File: src/rtl/avmm_seven_segment_array_if.sv
`default_nettype none
// ============================================================================
// Module   : avmm_seven_segment_array_if
// Brief    : Avalon-MM slave bus bundle for the seven-segment array block.
// Revision : 1.0
// ============================================================================
interface avmm_seven_segment_array_if;
    logic [3:0]  avs_address;
    logic        avs_write;
    logic [31:0] avs_writedata;
    logic        avs_read;
    logic [31:0] avs_readdata;
    logic        avs_readdatavalid;

    modport master (
        output avs_address, avs_write, avs_writedata, avs_read,
        input  avs_readdata, avs_readdatavalid
    );

    modport slave (
        input  avs_address, avs_write, avs_writedata, avs_read,
        output avs_readdata, avs_readdatavalid
    );
endinterface
`default_nettype wire

File: src/rtl/avmm_seven_segment_array.sv
`default_nettype none
// ============================================================================
// Module   : avmm_seven_segment_array
// Brief    : Avalon-MM register block driving NUM_DIGITS active-low 7-segment
//            digits with hex decode, raw override, blank/blink and PWM dimming.
// Revision : 1.0
// ============================================================================
module avmm_seven_segment_array #(
    parameter int NUM_DIGITS = 6,
    parameter int BLINK_DIV  = 25000000,
    parameter int PWM_BITS   = 4
) (
    input  wire logic                      clk,
    input  wire logic                      reset,
    avmm_seven_segment_array_if.slave      avs,
    output logic [7*NUM_DIGITS-1:0]        seg_n
);
    localparam int                  c_cnt_w      = (BLINK_DIV > 1) ? $clog2(BLINK_DIV) : 1;
    localparam logic [c_cnt_w-1:0]  c_cnt_last   = c_cnt_w'(BLINK_DIV - 1);
    localparam logic [3:0]          c_addr_value = 4'd0;
    localparam logic [3:0]          c_addr_ctrl  = 4'd1;
    localparam logic [3:0]          c_addr_blank = 4'd2;
    localparam logic [3:0]          c_addr_blink = 4'd3;
    localparam logic [3:0]          c_addr_rawen = 4'd4;
    localparam logic [3:0]          c_addr_stat  = 4'd5;

    logic [4*NUM_DIGITS-1:0]      value_q,   value_d;
    logic                         enable_q,  enable_d;
    logic [PWM_BITS-1:0]          bright_q,  bright_d;
    logic [NUM_DIGITS-1:0]        blank_q,   blank_d;
    logic [NUM_DIGITS-1:0]        blink_q,   blink_d;
    logic [NUM_DIGITS-1:0]        rawen_q,   rawen_d;
    logic [NUM_DIGITS-1:0][6:0]   raw_q,     raw_d;
    logic [c_cnt_w-1:0]           cnt_q,     cnt_d;
    logic                         phase_q,   phase_d;
    logic [PWM_BITS-1:0]          pwm_cnt_q, pwm_cnt_d;
    logic [7*NUM_DIGITS-1:0]      seg_n_q,   seg_n_d;
    logic [31:0]                  rdata_q,   rdata_d;
    logic                         rvalid_q,  rvalid_d;
    logic                         w_lit;
    logic                         w_unused_wdata;

    function automatic logic [6:0] hexdec(input logic [3:0] nib);
        case (nib)
            4'h0: hexdec = 7'h3F;  4'h1: hexdec = 7'h06;
            4'h2: hexdec = 7'h5B;  4'h3: hexdec = 7'h4F;
            4'h4: hexdec = 7'h66;  4'h5: hexdec = 7'h6D;
            4'h6: hexdec = 7'h7D;  4'h7: hexdec = 7'h07;
            4'h8: hexdec = 7'h7F;  4'h9: hexdec = 7'h6F;
            4'hA: hexdec = 7'h77;  4'hB: hexdec = 7'h7C;
            4'hC: hexdec = 7'h39;  4'hD: hexdec = 7'h5E;
            4'hE: hexdec = 7'h79;  default: hexdec = 7'h71;
        endcase
    endfunction

    // Register writes and free-running counters; a BLINK write restarts the blink phase.
    always_comb begin
        value_d   = value_q;
        enable_d  = enable_q;
        bright_d  = bright_q;
        blank_d   = blank_q;
        blink_d   = blink_q;
        rawen_d   = rawen_q;
        raw_d     = raw_q;
        pwm_cnt_d = pwm_cnt_q + 1'b1;
        phase_d   = phase_q;
        if (cnt_q == c_cnt_last) begin
            cnt_d   = '0;
            phase_d = ~phase_q;
        end else begin
            cnt_d   = cnt_q + 1'b1;
        end
        if (avs.avs_write) begin
            case (avs.avs_address)
                c_addr_value: value_d = avs.avs_writedata[4*NUM_DIGITS-1:0];
                c_addr_ctrl: begin
                    enable_d = avs.avs_writedata[0];
                    bright_d = avs.avs_writedata[8 +: PWM_BITS];
                end
                c_addr_blank: blank_d = avs.avs_writedata[NUM_DIGITS-1:0];
                c_addr_blink: begin
                    blink_d = avs.avs_writedata[NUM_DIGITS-1:0];
                    cnt_d   = '0;
                    phase_d = 1'b0;
                end
                c_addr_rawen: rawen_d = avs.avs_writedata[NUM_DIGITS-1:0];
                default: begin
                    for (int d = 0; d < NUM_DIGITS; d++) begin
                        if (avs.avs_address == 4'(8 + d)) begin
                            raw_d[d] = avs.avs_writedata[6:0];
                        end
                    end
                end
            endcase
        end
    end

    // Read mux samples the pre-edge register state.
    always_comb begin
        rvalid_d = avs.avs_read;
        rdata_d  = rdata_q;
        if (avs.avs_read) begin
            rdata_d = '0;
            case (avs.avs_address)
                c_addr_value: rdata_d[4*NUM_DIGITS-1:0] = value_q;
                c_addr_ctrl: begin
                    rdata_d[0]            = enable_q;
                    rdata_d[8 +: PWM_BITS] = bright_q;
                end
                c_addr_blank: rdata_d[NUM_DIGITS-1:0] = blank_q;
                c_addr_blink: rdata_d[NUM_DIGITS-1:0] = blink_q;
                c_addr_rawen: rdata_d[NUM_DIGITS-1:0] = rawen_q;
                c_addr_stat: begin
                    rdata_d[0]    = phase_q;
                    rdata_d[15:8] = 8'(NUM_DIGITS);
                end
                default: begin
                    for (int d = 0; d < NUM_DIGITS; d++) begin
                        if (avs.avs_address == 4'(8 + d)) begin
                            rdata_d[6:0] = raw_q[d];
                        end
                    end
                end
            endcase
        end
    end

    assign w_lit = (bright_q == '1) | (pwm_cnt_q < bright_q);

    always_comb begin
        seg_n_d = '1;
        for (int d = 0; d < NUM_DIGITS; d++) begin
            if (enable_q & w_lit & ~blank_q[d] & ~(blink_q[d] & phase_q)) begin
                seg_n_d[7*d +: 7] = rawen_q[d] ? ~raw_q[d] : ~hexdec(value_q[4*d +: 4]);
            end
        end
    end

    always_ff @(posedge clk or posedge reset) begin
        if (reset) begin
            value_q   <= '0;
            enable_q  <= 1'b1;
            bright_q  <= '1;
            blank_q   <= '0;
            blink_q   <= '0;
            rawen_q   <= '0;
            raw_q     <= '0;
            cnt_q     <= '0;
            phase_q   <= 1'b0;
            pwm_cnt_q <= '0;
            seg_n_q   <= '1;
            rdata_q   <= '0;
            rvalid_q  <= 1'b0;
        end else begin
            value_q   <= value_d;
            enable_q  <= enable_d;
            bright_q  <= bright_d;
            blank_q   <= blank_d;
            blink_q   <= blink_d;
            rawen_q   <= rawen_d;
            raw_q     <= raw_d;
            cnt_q     <= cnt_d;
            phase_q   <= phase_d;
            pwm_cnt_q <= pwm_cnt_d;
            seg_n_q   <= seg_n_d;
            rdata_q   <= rdata_d;
            rvalid_q  <= rvalid_d;
        end
    end

    assign seg_n                 = seg_n_q;
    assign avs.avs_readdata      = rdata_q;
    assign avs.avs_readdatavalid = rvalid_q;
    assign w_unused_wdata        = ^avs.avs_writedata;
endmodule
`default_nettype wire

File: src/flat_wrapper.sv
// flat-port wrapper written by rule: the top's interface ports become plain ports
module avmm_seven_segment_array_flat 
#(
    parameter int NUM_DIGITS = 6,
    parameter int BLINK_DIV  = 25000000,
    parameter int PWM_BITS   = 4
)
  (clk, reset, seg_n, avs_avs_address, avs_avs_write, avs_avs_writedata, avs_avs_read, avs_avs_readdata, avs_avs_readdatavalid);
  avmm_seven_segment_array_if avs_i ();
  input  wire logic clk;
  input  wire logic reset;
  output logic [7*NUM_DIGITS-1:0] seg_n;
  input wire logic [$bits(avs_i.avs_address)-1:0] avs_avs_address;
  input wire logic [$bits(avs_i.avs_write)-1:0] avs_avs_write;
  input wire logic [$bits(avs_i.avs_writedata)-1:0] avs_avs_writedata;
  input wire logic [$bits(avs_i.avs_read)-1:0] avs_avs_read;
  output wire logic [$bits(avs_i.avs_readdata)-1:0] avs_avs_readdata;
  output wire logic [$bits(avs_i.avs_readdatavalid)-1:0] avs_avs_readdatavalid;
  assign avs_i.avs_address = avs_avs_address;
  assign avs_i.avs_write = avs_avs_write;
  assign avs_i.avs_writedata = avs_avs_writedata;
  assign avs_i.avs_read = avs_avs_read;
  assign avs_avs_readdata = avs_i.avs_readdata;
  assign avs_avs_readdatavalid = avs_i.avs_readdatavalid;
  avmm_seven_segment_array #(.NUM_DIGITS(NUM_DIGITS), .BLINK_DIV(BLINK_DIV), .PWM_BITS(PWM_BITS)) u_core (.clk(clk), .reset(reset), .avs(avs_i), .seg_n(seg_n));
endmodule
File: config.mk
export PLATFORM = sky130hd
export DESIGN_NAME = avmm_seven_segment_array_flat
export DESIGN_NICKNAME = d
export VERILOG_FILES = /design/src/rtl/avmm_seven_segment_array_if.sv /design/src/rtl/avmm_seven_segment_array.sv /design/src/flat_wrapper.sv
export SDC_FILE = /design/constraint.sdc
export NUM_CORES = 1
export LEC_CHECK = 0
export CORE_ASPECT_RATIO = 2
export CORE_UTILIZATION = 45
export DETAILED_ROUTE_END_ITERATION = 8
export GPL_TIMING_DRIVEN = 0
export PLACE_DENSITY_LB_ADDON = 0.05
export SETUP_SLACK_MARGIN = 0.5
export SLEW_MARGIN = 20
export SYNTH_ARGS = -nofsm -noshare
export SYNTH_HDL_FRONTEND = slang
export SYNTH_SLANG_ARGS = --single-unit
export TNS_END_PERCENT = 100
File: constraint.sdc
create_clock -name clk -period 17.7 [get_ports clk]
set_clock_uncertainty 0.05 [all_clocks]
set_input_delay 1.77 -clock clk [delete_from_list [all_inputs] [get_ports clk]]
set_output_delay 1.77 -clock clk [all_outputs]
set_load 0.05 [all_outputs]
==> impl_summary.txt <==
----------------------------------------------------
[Placed design]
  Setup Slack @ Placement ... around 14 ns
  HPWL after detailed placement ... 19800 um
  Routability congestion estimate ... roughly 0.94
  Post-placement cell count ... between 1000 and 1500
  Quantity of I/O buffers inserted on ports ... 90

[Clocking]
  Post-CTS setup buffer count ... 0
  Cts repair resizes ... 0
  Clock latency on the worst-skew pair ... 0.44 ns
  Cts bufs inserted ... 17
  Hold_buf cts ... 0
  TritonCTS clock tree ... yes
  Reg clk slew, reported paths ... about 0.070 ns
  Library cell used as clock root buffer ... sky130_fd_sc_hd__clkbuf_16
  H-tree levels ... 4
  Longest Clk Path Bufs ... 2
  Sink Count ... between 150 and 200

[STA]
  Final-layout setup total negative slack ... 0 ns
  Worst Tran Pin Value ... slightly below 1 ns
  Final setup violation count ... 0
  Worst-case setup margin in the final layout ... 14.07 ns
  Min cycle time layout ... 3.63 ns
  Max-slew violation count ... 0
  Worst rel slew slack ... 0.342
  Endpoints failing hold ... 0
  Achievable Freq ... around 280 MHz
  Setup repair after global routing missed its margin ... no
  Period Utilization, post-route ... 0.205

[Die]
  Die footprint ... around 22000 um2
  Number of ports placed on the die boundary ... 115
  Floorplan core area ... ~21000 um2
  Initial core utilization ... 0.460
  Number of core rows ... 75
  Die outline width ... 105 um
  Vertical die dimension ... 209 um

[Synth]
  Cell count after synthesis ... 933
  Area share of the leading cell type in the synthesized netlist ... 0.362
  Cell type contributing the most total cell area after synthesis ... sky130_fd_sc_hd__dfrtp_1
  Distinct cell type count of the synthesized netlist ... 58
  Proportion of synthesized chip area in sequential cells ... 0.490
  Leading cell types by total area after synthesis ... sky130_fd_sc_hd__dfrtp_1 (36%), sky130_fd_sc_hd__dfstp_2 (13%), sky130_fd_sc_hd__mux2_2 (11%)
  Count of synthesis-stage warnings from yosys ... 0
  Syn_area_per_cell ... 10.3 um2
  Share of async-settable or async-resettable flops after synthesis ... 1.00
  Most used DFF post-synth ... sky130_fd_sc_hd__dfrtp_1
  EDFF count, synth ... 0
  Synth Register Bits ... 186
  Cell area after synthesis ... around 9600 um2

[Global routing]
  Wire length of the first global-routing pass ... 41200 um
  Global-route usage over all layers ... 0.253
  Number of antenna violations at the first check in global routing ... 0
  Leftover overflow at the end of global routing ... 0
  Number of global-route vias before repair ... between 7000 and 8000
  Maximum number of pins on one net before global-route repair ... 96

[Setup path]
  Worst reg2reg path depth ... 6
  Category of the most critical setup path ... input port to register
  Total stage count of the critical path ... 6
  Count of buffer and inverter cells on the critical path ... 3
  Worst Path Required ... ~18 ns
  Worst-path fanout max ... 10
  Cell family with most CP delay ... buffers and inverters
  Most frequent CP cell ... sky130_fd_sc_hd__buf_2
  Data arrival time of the critical path ... 3.91 ns
  Cell Chain, Critical Path ... clkdlybuf4s50_1 > buf_2 > buf_2 > nand3b_1 > nor2_2 > mux2_2
  Kind of start point of the critical path ... input port
  Cell at the slowest stage of the critical path ... sky130_fd_sc_hd__clkdlybuf4s50_1
  Crit path capture type ... register
  Largest incremental delay on the critical path ... ~0.6 ns

[Finish]
  Number of antenna cells inserted ... 0
  Most frequent cells in the layout ... sky130_fd_sc_hd__dfrtp_1 (139), sky130_fd_sc_hd__nand2_1 (135), sky130_fd_sc_hd__mux2_2 (91)
  Final net count ... about 1100
  Fraction of final layout cells sized beyond drive strength 1 ... 0.204
  Non-filler cells in the finished layout ... ~1300
  FILL cells ... 1924
  Layout overhead on the synthesized area ... 19.1%
  Leading cell type in the layout, fill and taps excluded ... sky130_fd_sc_hd__dfrtp_1

[Drt]
  Number of design-rule violations left by the first detailed-router iteration ... between 300 and 400
  DR vias ... 7176
  Number of optimization iterations in the first detailed-route pass ... 4
  Drt wl/cell ... 19.5 um
  Drt total wl ... around 26000 um
  DRC violations left ... 0
  Post-route antenna net violation count ... 0
  Avg Vias per Cell ... roughly 5.4

[Worst hold path]
  Worst hold path depth ... 1
  Worst Hold Class ... register to register

[Flow run]
  Number of max-capacitance violations reported ... 0

[Status]
  Status ... completed

[Power and ir drop]
  Pwr Density ... ~130 nW/um2
  Leakage ... roughly 5 nW
  Worst IR drop on VDD ... 0.0895 mV

----------------------------------------------------
## logic make-up (layout without fill, tap and decap cells)
group / Yosys count / count (layout) / share of synthesized area
buffers and inverters: 105 / 227 / 0.0492
AOI/OAI and AO/OA: 191 / 191 / 0.120
and+or+nand+nor: 279 / 279 / 0.134
muxes: 110 / 110 / 0.137
other: 1 / 8 / 0.000390
DFF: 186 / 186 / 0.490
xor gates and xnor gates: 26 / 26 / 0.0237
adders and majority gates: 35 / 35 / 0.0455
## final timing paths
check	startpoint	endpoint	slack, ns
min	u_core.pwm_cnt_q[0]	u_core.pwm_cnt_q[0]	0.43
max in group asynchronous	reset	u_core.seg_n[33]	14.89
min reg2reg	u_core.pwm_cnt_q[0]	u_core.pwm_cnt_q[0]	0.43
max	avs_avs_address[1]	u_core.blank_q[1]	14.07
min in group asynchronous	reset	u_core.pwm_cnt_q[2]	1.78
max reg2reg	u_core.bright_q[1]	u_core.seg_n[4]	15.06
## area by class of cell
class                      instances  area, um2  share of cell area
buffer                            58        297              0.0259
clock buffer                      21        470              0.0411
clock inverter                    10       70.1             0.00612
inverter                          47        184              0.0161
multi-input combinational        649       4460               0.389
sequential                       186       4710               0.411
tap                              269        337              0.0294
timing repair buffer              91        928              0.0810
## sequential cells by signal (all words and copies together) (netlist names), 6 cells and up
name,count
u_core.raw_q,42
u_core.rawen_q,6
u_core.seg_n,42
u_core.cnt_q,25
u_core.blink_q,6
u_core.value_q,24
u_core.blank_q,6
u_core.avs.avs_readdata,24
## metrics by stage
step | total power [mW] | hold WS (ns) | instance area (um2) | util
detailed placement | 1.09 | 0.418 | 10900 | 0.522
finish | 1.44 | 0.431 | 11500 | 0.547
global placement | 1.09 | 0.405 | 10900 | 0.520
CTS | 1.45 | 0.428 | 11500 | 0.547
global route | 1.52 | 0.462 | 11500 | 0.547
floorplan | 0.933 | 0.384 | 9640 | -
## layer usage
layer  share of wire  track usage  routed length, um
met5               0            0                  0
met4           0.073        0.187               1900
met3           0.029       0.0455                750
met2            0.54        0.468              14200
met1            0.35        0.246               9200
## cell usage after synthesis, drive strengths merged (2+ instances only)
library cell    n
a211oi         11
nand4           6
o22ai           3
a31oi          12
mux4            8
nand3b          2
or2             4
and2            3
inv            47
buf            28
nor3            5
xor2           20
and3            7
o32ai           9
a21o            7
nor2           62
nor2b          10
nor4            3
and4            2
mux2           91
a32o            4
dfstp          47
a22oi          10
nand3          24
mux2i          11
xnor2           6
nand2         136
o21a            2
nand2b         12
a22o            3
ha             35
dfrtp         139
o21ai          91
clkbuf         30
o211ai          2
a21oi          32
## where the power goes
group	total, mW	internal (mW)	leakage, nW	switching [mW]
clock	0.351	0.189	0.253	0.161
combinational	0.472	0.186	2.36	0.286
sequential	0.613	0.525	2.26	0.0878
total	1.44	0.900	4.87	0.536
Power figures use the tool's default switching activity.
